<file path="src/rtl/dti_rr_arbiter_if.sv">
// Handshake bundle between N DTI producers and the single tagged DTI output channel.
// Latency: none, wires only.
// Backpressure: din_ready per producer, dout_ready from the single consumer.
interface dti_rr_arbiter_if #(
    parameter int N    = 2,
    parameter int DIN  = 16,
    parameter int IDXW = (N > 1) ? $clog2(N) : 1
);
    logic [N*DIN-1:0]     din_data;
    logic [N-1:0]         din_valid;
    logic [N-1:0]         din_ready;
    logic [IDXW+DIN-1:0]  dout_data;
    logic                 dout_valid;
    logic                 dout_ready;

    // Producer/consumer side of the arbiter
    modport master (
        output din_data,
        output din_valid,
        input  din_ready,
        input  dout_data,
        input  dout_valid,
        output dout_ready
    );

    // Arbiter side
    modport slave (
        input  din_data,
        input  din_valid,
        output din_ready,
        output dout_data,
        output dout_valid,
        input  dout_ready
    );
endinterface

</file>
<file path="src/rtl/dti_rr_arbiter.sv">
// Round-robin arbiter sharing one registered DTI output between N producers; each beat tagged with its input index.
// Latency: 1 cycle from input transfer to dout_valid; one beat per cycle while dout_ready stays high.
// Backpressure: only the granted input sees din_ready, and only when the output register can load; eot locking optional.
module dti_rr_arbiter #(
    parameter int N        = 2,
    parameter int DIN      = 16,
    parameter bit LOCK_EOT = 1'b1,
    parameter int IDXW     = (N > 1) ? $clog2(N) : 1
) (
    input logic             clk,
    input logic             rst,
    dti_rr_arbiter_if.slave bus
);

    typedef enum logic {
        UNLOCKED = 1'b0,
        LOCKED   = 1'b1
    } state_t;

    state_t              state;
    state_t              state_nxt;
    logic [IDXW-1:0]     ptr;
    logic [IDXW-1:0]     ptr_nxt;
    logic [IDXW-1:0]     lock_idx;
    logic [IDXW-1:0]     lock_idx_nxt;

    logic                load;
    logic                xfer;
    logic                eot;
    logic                grant_vld;
    logic [IDXW-1:0]     grant_idx;
    logic [DIN-1:0]      grant_dat;
    logic [N-1:0]        din_rdy;

    logic                out_vld;
    logic [IDXW+DIN-1:0] out_dat;

    // Index arithmetic modulo N; base and off are both below N so one wrap suffices
    function automatic logic [IDXW-1:0] next_idx(input logic [IDXW-1:0] base, input int unsigned off);
        int unsigned sum;
        sum = 32'(base) + off;
        if (sum >= unsigned'(N)) begin
            sum = sum - unsigned'(N);
        end
        return IDXW'(sum);
    endfunction

    // The output register accepts a new beat when empty or when its current beat leaves
    assign load = ~out_vld | bus.dout_ready;
    assign xfer = load & grant_vld;
    assign eot  = grant_dat[DIN-1];

    // Grant selection: the locked input only, or the first valid input at or after ptr
    always_comb begin
        grant_vld = 1'b0;
        grant_idx = '0;
        if (state == LOCKED) begin
            if (bus.din_valid[lock_idx]) begin
                grant_vld = 1'b1;
                grant_idx = lock_idx;
            end
        end else begin
            // Walk from farthest to nearest so the nearest valid candidate wins
            for (int k = N - 1; k >= 0; k--) begin
                if (bus.din_valid[next_idx(ptr, unsigned'(k))]) begin
                    grant_vld = 1'b1;
                    grant_idx = next_idx(ptr, unsigned'(k));
                end
            end
        end
    end

    // Data mux for the granted input
    always_comb begin
        grant_dat = '0;
        for (int i = 0; i < N; i++) begin
            if (grant_idx == IDXW'(i)) begin
                grant_dat = bus.din_data[i*DIN +: DIN];
            end
        end
    end

    // One-hot ready toward the winner; held low while reset is asserted
    always_comb begin
        din_rdy = '0;
        for (int i = 0; i < N; i++) begin
            din_rdy[i] = xfer & rst & (grant_idx == IDXW'(i));
        end
    end

    assign bus.din_ready  = din_rdy;
    assign bus.dout_valid = out_vld;
    assign bus.dout_data  = out_dat;

    // Lock and pointer evolution; only an actual input transfer moves them
    always_comb begin
        state_nxt    = state;
        ptr_nxt      = ptr;
        lock_idx_nxt = lock_idx;
        if (xfer) begin
            if (LOCK_EOT && !eot) begin
                state_nxt    = LOCKED;
                lock_idx_nxt = grant_idx;
            end else begin
                state_nxt = UNLOCKED;
                ptr_nxt   = next_idx(grant_idx, 1);
            end
        end
    end

    // Arbitration state register
    always_ff @(posedge clk or negedge rst) begin
        if (!rst) begin
            state    <= UNLOCKED;
            ptr      <= '0;
            lock_idx <= '0;
        end else begin
            state    <= state_nxt;
            ptr      <= ptr_nxt;
            lock_idx <= lock_idx_nxt;
        end
    end

    // Single-entry output register; data only changes when a new beat is captured
    always_ff @(posedge clk or negedge rst) begin
        if (!rst) begin
            out_vld <= 1'b0;
            out_dat <= '0;
        end else if (load) begin
            out_vld <= grant_vld;
            if (grant_vld) begin
                out_dat <= {grant_idx, grant_dat};
            end
        end
    end

endmodule

</file>
<file path="src/flat_wrapper.sv">
// flat-port wrapper written by rule: the top's interface ports become plain ports
module dti_rr_arbiter_flat 
#(
    parameter int N        = 2,
    parameter int DIN      = 16,
    parameter bit LOCK_EOT = 1'b1,
    parameter int IDXW     = (N > 1) ? $clog2(N) : 1
)
  (clk, rst, bus_din_data, bus_din_valid, bus_din_ready, bus_dout_data, bus_dout_valid, bus_dout_ready);
  dti_rr_arbiter_if #(.N(N), .DIN(DIN), .IDXW(IDXW)) bus_i ();
  input logic clk;
  input logic rst;
  input wire logic [$bits(bus_i.din_data)-1:0] bus_din_data;
  input wire logic [$bits(bus_i.din_valid)-1:0] bus_din_valid;
  output wire logic [$bits(bus_i.din_ready)-1:0] bus_din_ready;
  output wire logic [$bits(bus_i.dout_data)-1:0] bus_dout_data;
  output wire logic [$bits(bus_i.dout_valid)-1:0] bus_dout_valid;
  input wire logic [$bits(bus_i.dout_ready)-1:0] bus_dout_ready;
  assign bus_i.din_data = bus_din_data;
  assign bus_i.din_valid = bus_din_valid;
  assign bus_din_ready = bus_i.din_ready;
  assign bus_dout_data = bus_i.dout_data;
  assign bus_dout_valid = bus_i.dout_valid;
  assign bus_i.dout_ready = bus_dout_ready;
  dti_rr_arbiter #(.N(N), .DIN(DIN), .LOCK_EOT(LOCK_EOT), .IDXW(IDXW)) u_core (.clk(clk), .rst(rst), .bus(bus_i));
endmodule
</file>
<file path="config.mk">
export PLATFORM = sky130hd
export DESIGN_NAME = dti_rr_arbiter_flat
export DESIGN_NICKNAME = d
export VERILOG_FILES = /design/src/rtl/dti_rr_arbiter_if.sv /design/src/rtl/dti_rr_arbiter.sv /design/src/flat_wrapper.sv
export SDC_FILE = /design/constraint.sdc
export NUM_CORES = 1
export LEC_CHECK = 0
export BUFFER_PORTS_ARGS = -buffer_cell sky130_fd_sc_hd__buf_2
export CORE_MARGIN = 4
export CORE_UTILIZATION = 48
export CTS_CLUSTER_DIAMETER = 200
export DETAILED_ROUTE_END_ITERATION = 10
export GPL_ROUTABILITY_DRIVEN = 0
export PLACE_DENSITY = 0.84
export SYNTH_ARGS = -nofsm -noshare
export SYNTH_HDL_FRONTEND = slang
export SYNTH_SLANG_ARGS = --single-unit
</file>
<file path="constraint.sdc">
create_clock -name clk -period 4.45 [get_ports clk]
set_input_delay 0.445 -clock clk [delete_from_list [all_inputs] [get_ports clk]]
set_output_delay 0.445 -clock clk [all_outputs]
set_load 0.1 [all_outputs]
</file>
# Yosys cells after proc, flatten, opt, wreduce, memory -nomap -nowiden
# Cells that the tools add are included.
[totals]
ff_bits = 21
in_bits = 37
out_inout_bits = 20
wordCells = 48
[classes]
addsub = 5
n_lt_le_gt_ge = 6
muxes = 21
bitwise = 8
reduce_logical = 3
[op_table]
columns = ["operator", "n"]
rows = [
  ["two-way mux 1 bit", 20],
  ["two-way mux 16 bit", 1],
  ["< comparator 1 x 2 -> 1 bit (second input constant)", 3],
  ["AND reduction 2 bit", 3],
  ["adder 1 x 1 -> 2 bit (second input constant)", 2],
  ["AND 1 bit", 4],
  [">= comparator 2 bit (second input constant)", 2],
  ["inverter 1 bit", 3],
  ["subtractor 1 bit (second input constant)", 3],
  [">= comparator 1 x 2 -> 1 bit (second input constant)", 1],
  ["OR 1 bit", 1],
]

# Depth between registers and ports, before layout
# Gate-level depths: netlist (run 1).
[logic_depth]
ltp_word = 12
ltp_mapped = 5
mapped_depth_nobuf = 4

# Worst setup path before layout (run 1)
# OpenSTA, ideal clock, no wires.
[synth_path]
path_type = "flip-flop to output port"
start = "reg u_core.out_vld (netlist: u_core.bus.dout_valid)"
end = "out bus_din_ready[1]"
t_arrival_ns = 2.303
t_required_ns = 4.005
setup_slack_ns = 1.702
path_stages_with_launch = 6
path_buffers = 1
path_cell_list = "dfrtp_1 > nand2b_1 > nand2_2 > nor2_4 > buf_4 > and3_1"
[synth_via]
elab_chain_cells = 5
[synth_lines]
columns = ["element", "line_no", "rtl"]
rows = [
  ["from (decl)", "dti_rr_arbiter.sv:35", "logic out_vld;"],
  ["from (signal assigned)", "dti_rr_arbiter.sv:130", "out_vld <= grant_vld;"],
  ["inverter 1 bit", "dti_rr_arbiter.sv:49", "assign load = ~out_vld | bus.dout_ready;"],
  ["OR 1 bit", "dti_rr_arbiter.sv:49", ""],
  ["AND 1 bit", "dti_rr_arbiter.sv:50", "assign xfer = load & grant_vld;"],
  ["AND 1 bit (2 in series)", "dti_rr_arbiter.sv:87", "din_rdy[i] = xfer & rst & (grant_idx == IDXW'(i));"],
  ["to (decl)", "flat_wrapper.sv:15", "output wire logic [$bits(bus_i.din_ready)-1:0] bus_din_ready;"],
]
# No other way between the ends.

# Worst setup path after layout (run 1)
[layout_path]
start = "reg u_core.lock_idx"
end = "out bus_din_ready[0]"
[layout_via]
elab_chain_cells = 7
elab_cells_between_ends = 10
cone_classes = "mux (6); bitwise (4)"
[layout_lines]
columns = ["element", "line_no", "rtl"]
rows = [
  ["from (decl)", "dti_rr_arbiter.sv:24", "logic [IDXW-1:0] lock_idx;"],
  ["from (signal assigned)", "dti_rr_arbiter.sv:120", "lock_idx <= lock_idx_nxt;"],
  ["two-way mux 1 bit (implied by the code) (2 in series)", "dti_rr_arbiter.sv:58", "if (bus.din_valid[lock_idx]) begin"],
  ["two-way mux 1 bit", "dti_rr_arbiter.sv:58", ""],
  ["two-way mux 1 bit", "dti_rr_arbiter.sv:57", "if (state == LOCKED) begin"],
  ["AND 1 bit", "dti_rr_arbiter.sv:50", ""],
  ["AND 1 bit", "dti_rr_arbiter.sv:87", ""],
  ["AND 1 bit (*)", "dti_rr_arbiter.sv:87", ""],
]
# Mark *: on every way between the ends. The rest lies on a longest branch, timed or not. The select of a mux whose other input is x is not followed.

==> run summary, run 1 <==
Maximum root-to-sink buffer count: 2
Clock skew: 0.002253 ns
Synth Warn #: 0
Slew HR: 67.35%
Final layout net count: 175
Avg Inst Size Synth: 14.30 µm²
Die ar.: 3194 µm²
Synth area leader: dfrtp_1
Max Fclk: 0.3929 GHz
Tightest Hold Check Type: in -> async
Worst hold slack: 0.08404 ns
DRT iter0 DRCs: 12
I/O Pins: 57
Reg2Reg Depth: 4
Final ANT Viol Nets: 0
CTS tree: done
Port bufs: 56
Post-synthesis async set-or-reset flop share: 100.0%
Ant. Diodes: 0
Critical path's slowest cell: nor2_4
Final hold violation count: 0
Post-synth top flop: dfrtp_1
Post-route setup slack: 1.905 ns
WL final: 2.359 mm
Initial Util: 50.59%
Status: completed
Type of origin of the critical path: flip-flop
Placed cell count: 161
Max_cap viols: 0
Crit path DAT: 2.10 ns
Critical path class: reg -> out
Post-synth EDFFs: 0
Leading post-synthesis cells by cell area: dfrtp_1 (47%), mux2_2 (23%), mux2_4 (11%), mux2_1 (2.0%), nand3b_4 (1.8%)
Clock transition at path regs: 0.11 ns
Root Driver: clkbuf_4
Worst path cell trace: nand2b_2 -> a21oi_4 -> nor2_4 -> and3_2 -> buf_2
Later-pin clock latency in the skew report: 0.30 ns
H-tree Lvls: 1
Drt first pass iters: 3
Final Non-Filler Cells: 165
Synth unique cells: 25
Initial antenna violation count: 0
Critical path's largest stage delay: 0.42 ns
Post-synthesis sequential area ratio: 46.51%
Die W: 56.52 µm
Reg2reg start: u_core.ptr
GRT Util Overall: 15.69%
Global route total overflow: 0
Area fraction of the dominant cell type after synthesis: 46.51%
Last element of the critical path: bus_din_ready[0]
Worst-margin pin slew: 0.4886 ns
Post-synthesis cell count: 79
Tmin final: 2.545 ns
CTS Buf Count: 3
CTS resizes: 0
Post-Syn Area: 1130 µm²
RSZ-0062 raised after global routing: false
Layout cell share with drive strength beyond 1: 70.80%
CP Data Required Time: 4.01 ns
Layout area overhead: 28.57%
# fillers: 178
TritonCTS Sinks: 21
Setup TNS: 0 ns
# setup viols final: 0
DRC Markers: 0
Tcrit/Tclk final: 57.20%
Vias per Instance: 5.139
Vias in the first global route: 938
Post-synth top cells: mux2_2 (23), dfrtp_1 (21), mux2_4 (8)
Core Region: 2233 µm²
Post-synthesis net count: 116
Largest net degree at the start of global routing: 24
Count leader, synth: mux2_2
#FFs+latches synth: 21
Worst r2r dst: u_core.bus.dout_data[14]
FF-to-FF setup slack: 2.74 ns
Postcts setup bufs: 0
First-pass GRT wire length: 3.933 mm
Total number of vias: 848
Cell Rows: 17
CP Max Fanout: 19
Setup WS pre-CTS: 2.012 ns
Crit path launch: u_core.lock_idx
Slew Viols, Final: 0
Cts hold-fix bufs: 0
Critical Path Sink Type: output port
Routed len/inst: 14.30 µm
Die height: 56.52 µm
Dpl hpwl: 1.890 mm
## cell type report
| class | instances | area [µm²] | share of cell area, % |
|---|---|---|---|
| flip-flops and latches | 21 | 525.5 | 36.18 |
| inverters | 1 | 3.754 | 0.2584 |
| repair buffers | 56 | 280.3 | 19.29 |
| clock buffers | 4 | 26.28 | 1.809 |
| multi-input cells | 55 | 581.8 | 40.05 |
| well taps | 28 | 35.03 | 2.412 |
## logic make-up (layout without fill, tap and decap cells)
group,count (synthesis),after routing,synth area share [%]
muxes,33,33,35.55
buffers and inverters,3,61,1.993
and+or+nand+nor,15,15,11.08
DFF,21,21,46.51
AOI/OAI and AO/OA,7,7,4.872
## flip-flops by register name, summed over array words and instances (netlist names)
| name | cells |
|---|---|
| u_core.bus.dout_data | 17 |
| u_core.bus.dout_valid | 1 |
| u_core.lock_idx | 1 |
| u_core.ptr | 1 |
| u_core.state | 1 |
## through the flow
step	instance area, µm²	utilization [%]
after floorplan	1130	-
after global placement	1426	63.87
after detailed placement	1426	63.87
after CTS	1453	65.04
after global routing	1453	65.04
final	1453	65.04
## critical path: cells and delay by family (launching register included)
family	cells	cell delay (ns)
compound gates	1	0.11
flops	1	0.40
simple gates	3	0.87
buf+inv	1	0.42
## worst min path at each step
stage,from,to,slack [ns],cells after the start
after floorplan,rst,u_core.bus.dout_data[0],0.15,0
after global placement,rst,u_core.bus.dout_valid,0.43,1
after detailed placement,rst,u_core.bus.dout_data[6],0.43,1
after CTS,rst,u_core.bus.dout_data[6],0.09,1
after global routing,rst,u_core.bus.dout_data[9],0.10,1
final,rst,u_core.bus.dout_data[6],0.08,1
## cell usage in the layout (no fill, tap or decap), types with 2 or more instances in the layout
cell / instances
o21ai_0: 3
mux2_1: 2
clkbuf_4: 3
mux2_4: 8
mux2_2: 23
dfrtp_1: 21
buf_2: 56
o31ai_1: 2
nand2b_1: 2
## routing by layer
layer / wire length [µm] / vias up / GRT usage [%]
li1: - / 407 / -
met1: 873 / 397 / 16.03
met2: 1233 / 42 / 28.71
met3: 241 / 2 / 5.057
met4: 11 / 0 / 6.780
met5: 0 / - / 0
Power of run 1 is left out: the tool's default activity adds up to more than one toggle a clock period on the data nets, which glitch-free logic cannot reach.
==> run 2: changes to the inputs <==
Settings changed: ABC_AREA set to 1, CORE_UTILIZATION 48 to 44, PLACE_DENSITY 0.84 to 0.78.
Clock period 4.45 ns to 2.6 ns, I/O delays scaled along.
==> run summary, run 2 <==
H-tree Lvls: 1
Tcrit/Tclk final: 85.08%
Clock transition at path regs: 0.12 ns
Critical path's largest stage delay: 0.45 ns
Vias per Instance: 4.828
Total number of vias: 1,096
I/O Pins: 57
Reg area: 525.5 µm²
Die height: 58.28 µm
#FFs+latches synth: 21
Root Driver: clkbuf_4
CTS tree: done
Ant. Diodes: 0
Global route total overflow: 0
DRT iter0 DRCs: 50
DRC Markers: 0
Crit path DAT: 1.95 ns
CP Data Required Time: 2.34 ns
Synth unique cells: 16
# fillers: 221
Type of origin of the critical path: flip-flop
Worst-margin pin slew: 0.4936 ns
Core Region: 2318 µm²
Post-synthesis net count: 178
Later-pin clock latency in the skew report: 0.31 ns
Count leader, synth: nand2_1
TritonCTS Sinks: 21
Post-synth EDFFs: 0
Die W: 58.28 µm
RSZ-0062 raised after global routing: false
Final layout net count: 237
Cell Rows: 17
Critical Path Sink Type: output port
Post-synth top cells: nand2_1 (60), inv_1 (22), dfrtp_1 (21)
Synth area leader: dfrtp_1
WL final: 2.740 mm
Tightest Hold Check Type: in -> reg
Final Non-Filler Cells: 227
Tmin final: 2.212 ns
Avg Inst Size Synth: 7.889 µm²
Worst path cell trace: nand2_1 -> nand2_1 -> a21oi_4 -> inv_2 -> nor3_4 -> buf_2
Max FFs per register: 17
Most frequent cells in the layout: nand2_1 (60), buf_2 (56), inv_1 (22), dfrtp_1 (21), o211ai_1 (13)
Final hold violation count: 0
Post-Syn Area: 1112 µm²
Clock skew: 0.004723 ns
Post-synthesis async set-or-reset flop share: 100.0%
CP Max Fanout: 19
Initial antenna violation count: 0
Most common cell after layout, fill and taps aside: nand2_1
Cell family with most CP delay: buffers and inverters
Status: completed
Maximum root-to-sink buffer count: 2
Drt first pass iters: 4
GRT Util Overall: 17.24%
Buf/Inv on CP: 2
Max_cap viols: 0
Post-synthesis sequential area ratio: 47.24%
Critical path class: reg -> out
Synth Warn #: 0
Die ar.: 3397 µm²
Dpl hpwl: 2.127 mm
Slew HR: 67.32%
Routed len/inst: 12.07 µm
Initial Util: 47.98%
Post-synthesis cell count: 141
Leading post-synthesis cells by cell area: dfrtp_1 (47%), nand2_1 (20%), o211ai_1 (8.8%), inv_1 (7.4%), nand3_1 (2.7%)
Design area: 1443 µm²
Setup TNS: 0 ns
Slew Viols, Final: 0
Port bufs: 56
Vias in the first global route: 1,062
Placed cell count: 222
Final core utilization: 62.22%
Cell repeated most along the worst path: nand2_1
Post-synth top flop: dfrtp_1
CTS Buf Count: 3
Final ANT Viol Nets: 0
Area post-placement: 1406 µm²
Layout cell share with drive strength beyond 1: 35.68%
Max Fclk: 0.4521 GHz
Area of the multi-input gates: 452.9 µm²
Critical path's slowest cell: dfrtp_1
Largest net degree at the start of global routing: 34
# setup viols final: 0
Layout area overhead: 29.70%
First-pass GRT wire length: 4.574 mm
Area fraction of the dominant cell type after synthesis: 47.24%
[run 2: changes by cell type in the layout (fill, tap and decap cells not counted), sizes merged, moves of 3 or more]
| cell | delta |
|---|---|
| mux2 | -33 |
| inv | +23 |
| nand2b | -3 |
| nand3 | +5 |
| buf | +3 |
| o211ai | +15 |
| nand2 | +59 |
[run 2: kinds of logic (layout without fill, tap and decap cells)]
kind of cell | after synthesis | count (layout) | share of synthesized area [%]
simple gates | 71 | 71 | 25.76
buf+inv | 30 | 88 | 12.82
flops | 21 | 21 | 47.24
compound gates | 19 | 19 | 14.17
[run 2: layout make-up]
type | count | area share (%)
tap | 28 | 2.428
inverter | 24 | 6.245
clock buffer | 4 | 1.821
multi-input combinational | 90 | 31.40
sequential | 21 | 36.43
timing repair buffer | 60 | 21.68
[run 2: timing repair]
item | in CTS | in global routing
endpoints found under the hold margin | 21 | 0
buffers inserted | 0 | 0
gates resized for setup | 0 | 0
hold buffers | 1 | 0
[run 2: routing by layer]
metal / vias up / wire length (µm) / GRT usage (%)
met4: 0 / 21 / 4.967
met1: 493 / 1147 / 21.90
li1: 554 / - / -
met3: 4 / 253 / 3.341
met5: - / 0 / 0
met2: 45 / 1317 / 29.51
[run 2: final timing paths]
| check | end | slack [ns] | startpoint | cells past startpoint |
|---|---|---|---|---|
| max in group asynchronous | u_core.bus.dout_data[12] | 1.92 | rst | 3 |
| hold reg to reg | u_core.bus.dout_data[8] | 0.49 | u_core.bus.dout_data[8] | 2 |
| setup / recovery | bus_din_ready[0] | 0.39 | u_core.state | 6 |
| min in group asynchronous | u_core.bus.dout_data[1] | 0.46 | rst | 3 |
| hold / removal | u_core.bus.dout_valid | 0.15 | bus_dout_ready | 2 |
| setup reg to reg | u_core.state | 1.08 | u_core.state | 7 |
[run 2: per-stage QoR]
stage / hold WS [ns] / worst slack, ns
after floorplan: -0.03559 / 0.2025
after global placement: 0.2662 / 0.7866
after detailed placement: 0.2608 / 0.7318
after CTS: 0.1551 / 0.3687
after global routing: 0.1640 / 0.2502
final: 0.1541 / 0.3880
Power of run 2 is left out for the same reason.
==> run 3: changes to the inputs <==
Settings changed: CORE_UTILIZATION 44 to 46, CTS_BUF_LIST set to sky130_fd_sc_hd__clkbuf_8, PLACE_DENSITY 0.78 to 0.81.
==> run summary, run 3 (same netlist as run 2, synthesis figures left out) <==
Later-pin clock latency in the skew report: 0.25 ns
CTS tree: done
Dpl hpwl: 2.089 mm
Initial antenna violation count: 0
Cell Rows: 17
Final hold violation count: 0
WL final: 2.674 mm
I/O Pins: 57
Max_cap viols: 0
Slew HR: 67.04%
Routed len/inst: 11.78 µm
CP Max Fanout: 19
Setup TNS: 0 ns
Vias in the first global route: 1,063
Critical Path Sink Type: output port
Slew Viols, Final: 0
TritonCTS Sinks: 21
Layout area overhead: 31.38%
Postcts setup bufs: 0
First-pass GRT wire length: 4.588 mm
Critical path class: reg -> out
Final Non-Filler Cells: 227
Core Region: 2255 µm²
CP Data Required Time: 2.34 ns
Maximum root-to-sink buffer count: 2
Vias per Instance: 4.705
Placed cell count: 222
Most common cell after layout, fill and taps aside: nand2_1
CTS Buf Count: 3
H-tree Lvls: 1
Drt first pass iters: 4
Final layout net count: 237
Status: completed
Tcrit/Tclk final: 87.53%
Crit path DAT: 2.02 ns
Tightest Hold Check Type: in -> reg
Die W: 57.18 µm
Max Fclk: 0.4394 GHz
Die height: 57.18 µm
Clock skew: 0.001888 ns
Port bufs: 56
Final ANT Viol Nets: 0
# setup viols final: 0
Clock transition at path regs: 0.07 ns
Ant. Diodes: 0
DRC Markers: 0
Post-route setup slack: 0.3243 ns
Global route total overflow: 0
Layout cell share with drive strength beyond 1: 35.68%
Total number of vias: 1,068
Die ar.: 3269 µm²
Most frequent cells in the layout: nand2_1 (60), buf_2 (56), inv_1 (23), dfrtp_1 (21), o211ai_1 (13)
Worst-margin pin slew: 0.4978 ns
Area of the multi-input gates: 452.9 µm²
Type of origin of the critical path: flip-flop
Tmin final: 2.276 ns
DRT iter0 DRCs: 27
RSZ-0062 raised after global routing: false
# fillers: 211
Initial Util: 49.33%
Max FFs per register: 17
Setup WS pre-CTS: 0.6078 ns
GRT Util Overall: 17.33%
Root Driver: clkbuf_8
Reg area: 525.5 µm²
Largest net degree at the start of global routing: 34
==> run 3: changes by cell type in the layout (fill, tap and decap cells not counted), sizes merged <==
cell    previous run  this run
inv               24        25
clkbuf             4         3
==> run 3: path summary, 6_finish.rpt <==
check	startpoint	to	slack, ns	cells after the start
min in group asynchronous	rst	u_core.bus.dout_data[15]	0.50	3
worst min-delay path	bus_dout_ready	u_core.bus.dout_valid	0.22	2
max in group asynchronous	rst	u_core.bus.dout_data[7]	1.88	3
worst min register to register	u_core.bus.dout_data[16]	u_core.bus.dout_data[16]	0.48	2
worst max-delay path	u_core.state	bus_din_ready[0]	0.32	6
worst max register to register	u_core.state	u_core.ptr	1.09	7
==> run 3: layout make-up <==
cell class,count,area share (%)
clock inverter,1,0.2568
sequential,21,35.96
inverter,24,6.164
multi-input combinational,90,30.99
clock buffer,3,2.825
timing repair buffer,60,21.40
tap,28,2.397
==> run 3: repair_timing <==
item                                   in CTS  in global routing
endpoints found under the hold margin      21                  0
hold buffers                                1                  0
gates resized for setup                     0                  0
==> run 3: critical path, stage by stage (launching register included) <==
cell and delay, ns:
dfrtp_1 0.42, nand2_1 0.08, nand2_1 0.08, a21oi_4 0.34, inv_2 0.24, nor3_4 0.15, buf_2 0.44
==> run 3: layer usage <==
| metal | part of all wire, % | global-route usage, % | up-vias |
|---|---|---|---|
| met4 | 1.2 | 4.636 | 0 |
| met1 | 42 | 19.91 | 480 |
| met5 | 0 | 0 | - |
| met2 | 52 | 32.14 | 27 |
| met3 | 5.3 | 3.846 | 4 |
| li1 | - | - | 557 |
==> run 3: through the flow <==
stage                     hold slack, ns  util [%]  cell area (µm²)
after CTS                         0.2178     64.82             1461
after global placement            0.2417     62.38             1406
after detailed placement          0.2473     62.38             1406
final                             0.2175     64.82             1461
after floorplan                 -0.03559         -             1121
after global routing              0.2231     64.82             1461
Power of run 3 is left out for the same reason.
